## config.mk

```make
export PLATFORM = sky130hd
export DESIGN_NAME = entity_scan_sequencer
export DESIGN_NICKNAME = d
export VERILOG_FILES = /design/src/rtl/entity_scan_sequencer.sv
export SDC_FILE = /design/constraint.sdc
export NUM_CORES = 1
export LEC_CHECK = 0
export BUFFER_PORTS_ARGS = -buffer_cell sky130_fd_sc_hd__buf_2
export CAP_MARGIN = 10
export CORE_UTILIZATION = 55
export CTS_BUF_LIST = sky130_fd_sc_hd__clkbuf_8
export CTS_CLUSTER_DIAMETER = 40
export DETAILED_ROUTE_END_ITERATION = 8
export PLACE_DENSITY = 0.84
export SYNTH_ARGS = -nofsm -noshare
export SYNTH_HDL_FRONTEND = slang
export SYNTH_SLANG_ARGS = --single-unit
```

## constraint.sdc

```tcl
create_clock -name clk -period 2.56 [get_ports clk]
set_input_delay 0 -clock clk [delete_from_list [all_inputs] [get_ports clk]]
set_output_delay 0 -clock clk [all_outputs]
set_load 0.02 [all_outputs]
```

## src/rtl/entity_scan_sequencer.sv

```systemverilog
// entity_scan_sequencer
// Owns the shared entity select/read/write bus. Each frame_start scans the player and
// enemies into a shadow bank and commits it to a CPU-visible bank in one cycle. CPU
// direction writes are interleaved on the same bus between entities.
module entity_scan_sequencer #(
    parameter int unsigned N_ENT  = 6,
    parameter int unsigned SETTLE = 2,
    parameter int unsigned IDX_W  = 3
) (
    input  logic             clk,
    input  logic             reset_n,
    input  logic             frame_start,
    output logic [IDX_W-1:0] ent_select,
    output logic             ent_read,
    output logic             ent_write,
    output logic [1:0]       ent_sel_dir,
    input  logic [9:0]       ent_X,
    input  logic [9:0]       ent_Y,
    input  logic             ent_Active,
    input  logic             cpu_wr_req,
    input  logic [IDX_W-1:0] cpu_wr_idx,
    input  logic [1:0]       cpu_wr_dir,
    output logic             cpu_wr_ack,
    input  logic [IDX_W-1:0] cpu_rd_idx,
    output logic [9:0]       cpu_rd_X,
    output logic [9:0]       cpu_rd_Y,
    output logic             cpu_rd_Active,
    output logic             snap_valid,
    output logic             scan_busy,
    output logic             overrun,
    input  logic             ovr_clr
);

    localparam int unsigned CntW = (SETTLE > 1) ? $clog2(SETTLE + 1) : 1;

    typedef enum logic [2:0] {
        StIdle,
        StWr,
        StSel,
        StWait,
        StCommit
    } state_e;

    state_e            state_q, state_d;
    logic [IDX_W-1:0]  idx_q, idx_d;
    logic [CntW-1:0]   cnt_q, cnt_d;
    logic              scan_pend_q, scan_pend_d;
    logic              scan_busy_q, scan_busy_d;
    logic              wr_block_q, wr_block_d;
    logic              overrun_q, overrun_d;
    logic [IDX_W-1:0]  ent_select_q, ent_select_d;
    logic              ent_read_q, ent_read_d;
    logic              ent_write_q, ent_write_d;
    logic [1:0]        ent_sel_dir_q, ent_sel_dir_d;
    logic              cpu_wr_ack_q, cpu_wr_ack_d;
    logic              snap_valid_q, snap_valid_d;

    logic              capture;
    logic              start_scan;
    logic              wr_take;
    logic              last_ent;
    logic              settle_done;
    logic              wr_idx_ok;

    logic [9:0]        shadow_x_q [N_ENT];
    logic [9:0]        shadow_y_q [N_ENT];
    logic              shadow_a_q [N_ENT];
    logic [9:0]        vis_x_q    [N_ENT];
    logic [9:0]        vis_y_q    [N_ENT];
    logic              vis_a_q    [N_ENT];

    assign wr_take     = cpu_wr_req && !wr_block_q;
    assign last_ent    = (idx_q == IDX_W'(N_ENT - 1));
    assign settle_done = (cnt_q == CntW'(1));
    // Enemy indices only; the player (0) and out-of-range targets are acked silently.
    assign wr_idx_ok   = (cpu_wr_idx != '0) && (32'(cpu_wr_idx) < N_ENT);

    // Next-state, bookkeeping flags and registered bus outputs derived from next state.
    always_comb begin
        state_d = state_q;
        idx_d   = idx_q;
        cnt_d   = cnt_q;
        capture = 1'b0;

        case (state_q)
            StIdle: begin
                if (wr_take) begin
                    state_d = StWr;
                end else if (scan_pend_q) begin
                    state_d = StSel;
                    idx_d   = '0;
                end
            end
            StSel: begin
                state_d = StWait;
                cnt_d   = CntW'(SETTLE);
            end
            StWait: begin
                if (settle_done) begin
                    capture = 1'b1;
                    if (wr_take) begin
                        state_d = StWr;
                    end else if (last_ent) begin
                        state_d = StCommit;
                    end else begin
                        state_d = StSel;
                        idx_d   = idx_q + IDX_W'(1);
                    end
                end else begin
                    cnt_d = cnt_q - CntW'(1);
                end
            end
            StWr: begin
                // Resume a suspended scan, or start a scan that was pending behind the write.
                if (scan_busy_q) begin
                    if (last_ent) begin
                        state_d = StCommit;
                    end else begin
                        state_d = StSel;
                        idx_d   = idx_q + IDX_W'(1);
                    end
                end else if (scan_pend_q) begin
                    state_d = StSel;
                    idx_d   = '0;
                end else begin
                    state_d = StIdle;
                end
            end
            StCommit: begin
                state_d = StIdle;
            end
            default: begin
                state_d = StIdle;
            end
        endcase

        start_scan = (state_d == StSel) && !scan_busy_q;

        scan_pend_d = scan_pend_q && !start_scan;
        overrun_d   = overrun_q && !ovr_clr;
        if (frame_start) begin
            if (scan_pend_q || scan_busy_q) begin
                overrun_d = 1'b1;
            end else begin
                scan_pend_d = 1'b1;
            end
        end

        if (start_scan) begin
            scan_busy_d = 1'b1;
        end else if (state_q == StCommit) begin
            scan_busy_d = 1'b0;
        end else begin
            scan_busy_d = scan_busy_q;
        end

        // A serviced request must be seen low before another one is accepted.
        wr_block_d = cpu_wr_req && (wr_block_q || (state_d == StWr));

        ent_select_d  = '0;
        ent_read_d    = 1'b0;
        ent_write_d   = 1'b0;
        ent_sel_dir_d = '0;
        case (state_d)
            StSel, StWait: begin
                ent_select_d = idx_d;
                ent_read_d   = 1'b1;
            end
            StWr: begin
                ent_select_d  = cpu_wr_idx;
                ent_sel_dir_d = cpu_wr_dir;
                ent_write_d   = wr_idx_ok;
            end
            default: begin
            end
        endcase

        cpu_wr_ack_d = (state_q == StWr);
        snap_valid_d = (state_q == StCommit);
    end

    // Sequencer state and registered outputs.
    always_ff @(posedge clk or negedge reset_n) begin
        if (!reset_n) begin
            state_q       <= StIdle;
            idx_q         <= '0;
            cnt_q         <= '0;
            scan_pend_q   <= 1'b0;
            scan_busy_q   <= 1'b0;
            wr_block_q    <= 1'b0;
            overrun_q     <= 1'b0;
            ent_select_q  <= '0;
            ent_read_q    <= 1'b0;
            ent_write_q   <= 1'b0;
            ent_sel_dir_q <= '0;
            cpu_wr_ack_q  <= 1'b0;
            snap_valid_q  <= 1'b0;
        end else begin
            state_q       <= state_d;
            idx_q         <= idx_d;
            cnt_q         <= cnt_d;
            scan_pend_q   <= scan_pend_d;
            scan_busy_q   <= scan_busy_d;
            wr_block_q    <= wr_block_d;
            overrun_q     <= overrun_d;
            ent_select_q  <= ent_select_d;
            ent_read_q    <= ent_read_d;
            ent_write_q   <= ent_write_d;
            ent_sel_dir_q <= ent_sel_dir_d;
            cpu_wr_ack_q  <= cpu_wr_ack_d;
            snap_valid_q  <= snap_valid_d;
        end
    end

    // Shadow capture at the end of each settle window; whole-bank commit in COMMIT.
    always_ff @(posedge clk or negedge reset_n) begin
        if (!reset_n) begin
            for (int unsigned i = 0; i < N_ENT; i++) begin
                shadow_x_q[i] <= '0;
                shadow_y_q[i] <= '0;
                shadow_a_q[i] <= 1'b0;
                vis_x_q[i]    <= '0;
                vis_y_q[i]    <= '0;
                vis_a_q[i]    <= 1'b0;
            end
        end else begin
            for (int unsigned i = 0; i < N_ENT; i++) begin
                if (capture && (idx_q == IDX_W'(i))) begin
                    shadow_x_q[i] <= ent_X;
                    shadow_y_q[i] <= ent_Y;
                    shadow_a_q[i] <= ent_Active;
                end
                if (state_q == StCommit) begin
                    vis_x_q[i] <= shadow_x_q[i];
                    vis_y_q[i] <= shadow_y_q[i];
                    vis_a_q[i] <= shadow_a_q[i];
                end
            end
        end
    end

    // CPU snapshot read port; indices past the last entity read as zero.
    always_comb begin
        cpu_rd_X      = '0;
        cpu_rd_Y      = '0;
        cpu_rd_Active = 1'b0;
        for (int unsigned i = 0; i < N_ENT; i++) begin
            if (cpu_rd_idx == IDX_W'(i)) begin
                cpu_rd_X      = vis_x_q[i];
                cpu_rd_Y      = vis_y_q[i];
                cpu_rd_Active = vis_a_q[i];
            end
        end
    end

    assign ent_select  = ent_select_q;
    assign ent_read    = ent_read_q;
    assign ent_write   = ent_write_q;
    assign ent_sel_dir = ent_sel_dir_q;
    assign cpu_wr_ack  = cpu_wr_ack_q;
    assign snap_valid  = snap_valid_q;
    assign scan_busy   = scan_busy_q;
    assign overrun     = overrun_q;

endmodule

```

After elaboration in Yosys (flattened, before gate mapping)
Index checks and enable logic that the tools add are counted.
{"block": "op_classes", "mux": 47, "eq_ne": 19, "n_lt_le_gt_ge": 1, "reduce_logical": 26, "add_sub_neg": 2}
{"op": "10-bit two-way mux", "n": 12}
{"op": "3-bit two-way mux", "n": 12}
{"op": "3-bit by 2-bit equality test with 1-bit output (second input constant)", "n": 8}
{"op": "1-bit two-way mux", "n": 16}
{"op": "3-bit equality test (second input constant)", "n": 5}
{"op": "3-bit by 1-bit equality test with 1-bit output (second input constant)", "n": 4}
{"op": "1-bit logical AND", "n": 12}
{"op": "3-bit one-hot mux with 4 select lines", "n": 1}
{"op": "3-bit logical NOT", "n": 3}
{"op": "3-bit one-hot mux with 3 select lines", "n": 1}
{"op": "2-bit two-way mux", "n": 3}
{"op": "3-bit one-hot mux with 2 select lines", "n": 1}
{"op": "1-bit logical NOT", "n": 4}
{"op": "2-bit one-hot mux with 2 select lines", "n": 1}
{"op": "2-bit nonzero test", "n": 2}
{"op": "3-bit by 1-bit adder with 3-bit output (second input constant)", "n": 1}
{"op": "3-bit less-than comparator (second input constant)", "n": 1}
{"op": "3-bit nonzero test", "n": 1}
{"op": "2-bit by 1-bit equality test with 1-bit output (second input constant)", "n": 1}
{"op": "1-bit logical OR", "n": 2}
{"op": "2-bit != test (second input constant)", "n": 1}
{"op": "2-bit AND reduction", "n": 1}
{"op": "2-bit OR reduction", "n": 1}
{"op": "2-bit by 1-bit subtractor with 2-bit output (second input constant)", "n": 1}
{"block": "word_totals", "ff_bits": 273, "in_bits": 34, "out_inout_bits": 32, "wordCells": 144}

Depth between registers and ports, before layout
Gate-level depths: netlist of run 1.
{"block": "logic_depth", "depth_word": 11, "ltp_mapped": 8, "ltp_nobuf": 7}

Worst setup path before layout of run 1
No wires, ideal clock.
{"block": "synth_path", "path_kind": "register to register", "startpoint": "register cnt_q[1]", "endpoint": "register shadow_a_q[1] (netlist bit)", "arrival_ns": 1.654, "synth_period_minus_slack_ns": 1.781, "setup_ns": 0.127, "stages_incl_launch_ff": 8, "slack_ns": 0.779, "required_ns": 2.433, "n_path_buf": 2, "path_cell_list": "dfrtp_1 inv_1 ha_1 buf_2 and4b_4 and3_1 buf_6 mux2_1"}
{"block": "synth_between", "elab_chain_cells": 4}
{"item": "start: declaration", "line": "46", "source": "logic [CntW-1:0] cnt_q, cnt_d;"}
{"item": "start signal: assignment", "line": "201", "source": "cnt_q <= cnt_d;"}
{"item": "2-bit by 1-bit equality test with 1-bit output", "line": "74", "source": "assign settle_done = (cnt_q == CntW'(1));"}
{"item": "1-bit two-way mux", "line": "99", "source": "if (settle_done) begin"}
{"item": "1-bit two-way mux", "line": "85", "source": "case (state_q)"}
{"item": "1-bit logical AND", "line": "228", "source": "if (capture && (idx_q == IDX_W'(i))) begin"}
{"item": "end signal: indexed assignment", "line": "231", "source": "shadow_a_q[i] <= ent_Active;"}
{"item": "end: declaration", "line": "67", "source": "logic shadow_a_q [N_ENT];"}
No other way between the ends.
A chain may end at the register's enable or synchronous reset.

Final worst setup path of run 1
{"block": "layout_path", "startpoint": "register cnt_q[1]", "endpoint": "register shadow_x_q[13] (netlist bit)"}
{"block": "layout_between", "elab_chain_cells": 4}
{"item": "2-bit by 1-bit equality test with 1-bit output", "line": "74"}
{"item": "1-bit two-way mux", "line": "99"}
{"item": "1-bit two-way mux", "line": "85"}
{"item": "1-bit logical AND", "line": "228"}
{"item": "end signal: indexed assignment", "line": "229", "source": "shadow_x_q[i] <= ent_X;"}
{"item": "end: declaration", "line": "65", "source": "logic [9:0] shadow_x_q [N_ENT];"}
No other way between the ends.

==> results of run 1 <==
==> routing by layer <==
metal,track usage,share of wire
met5,0,0
met4,0.0729,0.023
met3,0.0422,0.045
met2,0.365,0.48
met1,0.306,0.45
==> where the power goes <==
part / switching (mW) / internal [mW] / leakage, nW
clock network: 1.64 / 2.01 / 0.513
registers: 0.606 / 5.48 / 3.60
logic: 0.921 / 0.997 / 2.60
==> sequential cells by signal, summed over array words and instances (netlist names), 2 cells and up <==
| signal | flops |
|---|---|
| vis_y_q | 60 |
| shadow_a_q | 6 |
| cnt_q | 2 |
| idx_q | 3 |
| ent_select | 3 |
| state_q | 3 |
| ent_sel_dir | 2 |
| vis_x_q | 60 |
| shadow_y_q | 60 |
| vis_a_q | 6 |
| shadow_x_q | 60 |
==> worst reg2reg max path, cell delays in order (launching register included) <==
cell and delay [ps]:
dfrtp_1 350, inv_1 90, ha_1 340, and4b_4 330, and3_1 180, buf_4 370
mux2_1 390
==> worst paths after layout <==
| check | slack (ps) | cells after the start | from | endpoint |
|---|---|---|---|---|
| max | 390 | 6 | cnt_q[1] | shadow_x_q[13] |
| min | 10 | 2 | reset_n | shadow_y_q[5] |
| max reg2reg | 390 | 6 | cnt_q[1] | shadow_x_q[13] |
| min reg2reg | 480 | 1 | shadow_y_q[50] | vis_y_q[50] |
| max in group asynchronous | 1640 | 3 | reset_n | shadow_x_q[35] |
| min in group clk | 210 | 3 | cpu_wr_dir[1] | ent_sel_dir[1] |
==> per-stage QoR <==
stage	setup slack [ps]	instance area [µm²]	instances	hold WS, ps
final	393	13200	1197	14.8
after global routing	283	13200	1197	75.0
after CTS	392	13200	1197	45.6
after detailed placement	410	12000	1087	27.5
after global placement	546	12000	1087	30.1
after floorplan	779	11400	774	-296
==> kinds of logic after synthesis <==
logic type	share of synthesized area
AND/OR/NAND/NOR	0.0328
AO/OA/AOI/OAI	0.0429
buffers and inverters	0.0303
adder cells (fa/ha/maj)	0.00658
multiplexers	0.289
flip-flops	0.599
==> cell usage after synthesis (4+ instances only) <==
cell type    n  share of area
and2_1       4         0.0022
dfrtp_1    273           0.60
buf_2       15         0.0066
inv_1        9         0.0030
buf_4       15         0.0099
buf_6        8         0.0079
a21oi_1     23          0.010
nor2_1      22         0.0072
mux2_2      16          0.016
ha_1         6         0.0066
and3_1       4         0.0022
mux2i_1     40          0.035
nand2_1     26         0.0086
a22o_1       5         0.0038
o221ai_1    19          0.015
nand3_1      5         0.0022
clkbuf_1     8         0.0026
mux2_1     237           0.23
==> area by class of cell <==
class,instances,area (µm²),area share
flip-flops and latches,273,6830,0.516
multi-input cells,445,4240,0.320
repair buffers,121,908,0.0687
clock buffers,54,743,0.0562
well taps,270,338,0.0255
clock inverters,25,138,0.0104
inverters,9,33.8,0.00255
==> results.py, run 1 <==
metrics = {
    "run_status": {
        "result_of_the_run": "completed",
    },
    "synth": {
        "post_synth_inst_count": 774,
        "share_of_synthesized_registers_carrying_an_async_set_or_reset": 1.00,
        "syn_area_per_cell_um2": 14.7,
        "ys_ff_latch": 273,
        "yosys_most_used_dff": "dfrtp_1",
        "synth_seq_area_share": 0.599,
        "ys_warn_count": 0,
        "ys_types": 45,
        "number_of_enable_type_register_cells_in_the_synthesized_netlist": 0,
        "synth_area_um2": 11400,
        "number_of_nets_produced_by_synthesis": 814,
    },
    "cells_and_area": {
        "layout.cells.most_common_list": "dfrtp_1 (273), mux2_1 (237), buf_2 (64)",
        "n_fill_cell": 1465,
        "mostFrequentLayoutCell": "dfrtp_1",
        "final_core_util": 0.652,
        "area_growth_pct": 16.0,
        "final_nets": 935,
        "n_antenna_cell": 0,
        "final_layout_size_suffix_gt1_frac": 0.192,
    },
    "die": {
        "dieWidth_um": 146,
        "rows": 52,
        "io-pin-count": 66,
        "core_region_area_um2": 20300,
        "die-height_um": 146,
        "initial_core_util": 0.562,
        "die_outline_area_um2": 21300,
    },
    "place": {
        "port_buffers": 65,
        "hpwl_um": 13800,
        "place.gp.congestion": 0.744,
    },
    "drt": {
        "drtIter0Drc": 338,
        "num_vias": 6706,
        "routedWlPerCell_um": 19.0,
        "drt_drc_violations_left": 0,
        "ant_nets": 0,
        "drt-pass1-iter-count": 4,
        "post_drt_via_cell_ratio": 5.60,
        "routed_wirelength_um": 22700,
    },
    "power_and_ir_drop": {
        "cellLeakagePower_nw": 6.72,
        "ir_drop_uv": 484,
        "totalPowerFinal_mw": 11.7,
        "power_per_unit_of_standard_cell_area_nw_per_um2": 881,
    },
    "clocking": {
        "post-cts-setup-buffers": 0,
        "worst_skew_pair.late_latency_ps": 540,
        "cts_root_buf": "clkbuf_8",
        "post_cts_hold_buffer_count": 31,
        "clock_sink_count": 273,
        "numCtsBuffers": 45,
        "post_cts_resized": 0,
        "clock_tree_from_tritoncts": "built",
        "clkSlewWorstSetupHoldPaths_ps": 60,
        "cts.path.max_buffers": 3,
        "clock_tree.htree_level_count": 2,
    },
    "critical_path": {
        "critPathSlowestCell": "mux2_1",
        "timing.setup.critical_path_class": "reg -> reg",
        "crit_path_max_incr_delay_ps": 380,
        "cp.arrival_ps": 2580,
        "cpLargestDelayFamily": "simple AND/OR/NAND/NOR gates",
        "critPathBufInv": 2,
        "crit_path_start_kind": "flip-flop",
        "crit_path_max_fanout": 21,
        "crit_required_ps": 2970,
        "worstPathCellList": "inv_1, ha_1, and4b_4, and3_1, buf_4, mux2_1",
        "endpoint_kind": "flip-flop",
    },
    "sta": {
        "worst_slew_pin_slew_ps": 775,
        "period_minus_slack_ps": 2170,
        "rsz0062_at_grt": "false",
        "timing.slew.headroom": 0.484,
        "final.period_utilization": 0.846,
        "drv_slew": 0,
        "timing_hold_violations_final": 0,
        "max_freq_ghz": 0.461,
        "setup_violations": 0,
        "finalClockSkew_ps": 14.6,
        "setup_total_negative_slack_ps": 0,
    },
    "global_routing": {
        "antenna_found_initial": 0,
        "first_global_vias": 7242,
        "grt_util_all_layers": 0.224,
        "grt_overflow": 0,
        "grt_pass1_wl_um": 37700,
        "largest_net_degree_at_the_start_of_global_routing": 84,
    },
    "flow_run": {
        "maxCapViolCount": 0,
    },
    "hold_path": {
        "worstHoldPathType": "in -> async",
    },
}
Power figures use the tool's default switching activity.
==> run 2: changes to the inputs <==
clock period = 2.1 ns   (was 2.56 ns; I/O delays follow)
==> results.py, run 2 (synthesis results as in run 1) <==
metrics = {
    "sta": {
        "timing.slew.headroom": 0.580,
        "drv_slew": 0,
        "rsz0062_at_grt": "false",
        "setup_violations": 0,
        "finalClockSkew_ps": 8.90,
        "setup_total_negative_slack_ps": 0,
        "final.period_utilization": 0.874,
        "timing_hold_violations_final": 0,
        "period_minus_slack_ps": 1840,
        "max_freq_ghz": 0.545,
        "worst_slew_pin_slew_ps": 629,
        "worst_hold_margin_ps": 35.2,
    },
    "die": {
        "initial_core_util": 0.562,
        "rows": 52,
        "io-pin-count": 66,
        "core_region_area_um2": 20300,
        "die-height_um": 146,
        "die_outline_area_um2": 21300,
        "dieWidth_um": 146,
    },
    "clocking": {
        "cts.path.max_buffers": 3,
        "post-cts-setup-buffers": 0,
        "cts_root_buf": "clkbuf_8",
        "clock_tree.htree_level_count": 2,
        "worst_skew_pair.late_latency_ps": 540,
        "clock_tree_from_tritoncts": "built",
        "numCtsBuffers": 44,
        "clkSlewWorstSetupHoldPaths_ps": 60,
        "clock_sink_count": 273,
    },
    "drt": {
        "post_drt_via_cell_ratio": 5.64,
        "routedWlPerCell_um": 19.3,
        "drt_drc_violations_left": 0,
        "drtIter0Drc": 305,
        "drt-pass1-iter-count": 5,
        "num_vias": 6771,
        "routed_wirelength_um": 23200,
        "ant_nets": 0,
    },
    "cells_and_area": {
        "mostFrequentLayoutCell": "dfrtp_1",
        "final_layout_size_suffix_gt1_frac": 0.192,
        "layoutNonFillerInstCount": 1201,
        "final_nets": 944,
        "area_growth_pct": 17.1,
        "n_antenna_cell": 0,
        "n_fill_cell": 1422,
        "layout.cells.most_common_list": "dfrtp_1 (273), mux2_1 (237), buf_2 (64)",
    },
    "global_routing": {
        "grt_overflow": 0,
        "grt_pass1_wl_um": 38600,
        "grt_util_all_layers": 0.230,
        "first_global_vias": 7214,
        "antenna_found_initial": 0,
        "largest_net_degree_at_the_start_of_global_routing": 82,
    },
    "critical_path": {
        "endpoint_kind": "output port",
        "crit_required_ps": 2100,
        "cp.arrival_ps": 1840,
        "crit_path_max_fanout": 2,
        "crit_path_start_kind": "flip-flop",
        "timing.setup.critical_path_class": "reg -> out",
    },
    "power_and_ir_drop": {
        "cellLeakagePower_nw": 6.77,
        "ir_drop_uv": 669,
        "power_per_unit_of_standard_cell_area_nw_per_um2": 1060,
        "totalPowerFinal_mw": 14.2,
    },
    "run_status": {
        "result_of_the_run": "completed",
    },
    "place": {
        "placed_cells": 1097,
        "port_buffers": 65,
        "place.gp.congestion": 0.765,
        "hpwl_um": 14300,
    },
    "flow_run": {
        "maxCapViolCount": 0,
    },
    "hold_path": {
        "worstHoldPathType": "in -> async",
    },
}
## run 2: routing by layer
metal / track usage / share of wire / up-vias
met4: 0.0844 / 0.025 / 0
met3: 0.0403 / 0.041 / 50
met5: 0 / 0 / -
met1: 0.318 / 0.44 / 3508
li1: - / - / 3061
met2: 0.369 / 0.49 / 152
## run 2: power by group
group          switching [mW]  internal [mW]
sequential              0.701           6.69
clock                    1.94           2.41
combinational            1.19           1.27
## run 2: per-stage QoR
stage	setup slack [ps]	util	cell area, µm²
detailed placement	283	0.602	12200
global route	174	0.658	13400
finish	265	0.658	13400
CTS	227	0.658	13400
global placement	326	0.602	12200
floorplan	319	-	11400
## run 2: critical path, stage by stage (launching register included)
cell and delay, ps:
dfrtp_1 380, mux4_2 470, mux2_2 280, buf_2 160
## run 2: path summary, 6_finish.rpt
check	start	end	slack, ps	depth (start not counted)
min reg2reg	shadow_y_q[33]	vis_y_q[33]	480	1
min	reset_n	vis_y_q[16]	40	2
max in group asynchronous	reset_n	shadow_x_q[44]	1330	3
max	vis_y_q[7]	cpu_rd_Y[7]	260	3
min in group clk	cpu_wr_dir[1]	ent_sel_dir[1]	210	3
max reg2reg	idx_q[0]	ent_select[1]	270	6
## run 2: final cells by class
class                           count  area [µm²]  area share
Inverter                            9        33.8     0.00253
Multi-Input combinational cell    445        4240       0.317
Sequential cell                   273        6830       0.511
Tap cell                          270         338      0.0253
Clock buffer                       47         647      0.0484
Timing Repair Buffer              131        1080      0.0811
Clock inverter                     26         185      0.0139
## run 2: what timing repair did
action                    4_1_cts  5_1_grt
hold endpoints to repair      408        0
hold buffers                   31        0
gates resized for setup         0        0
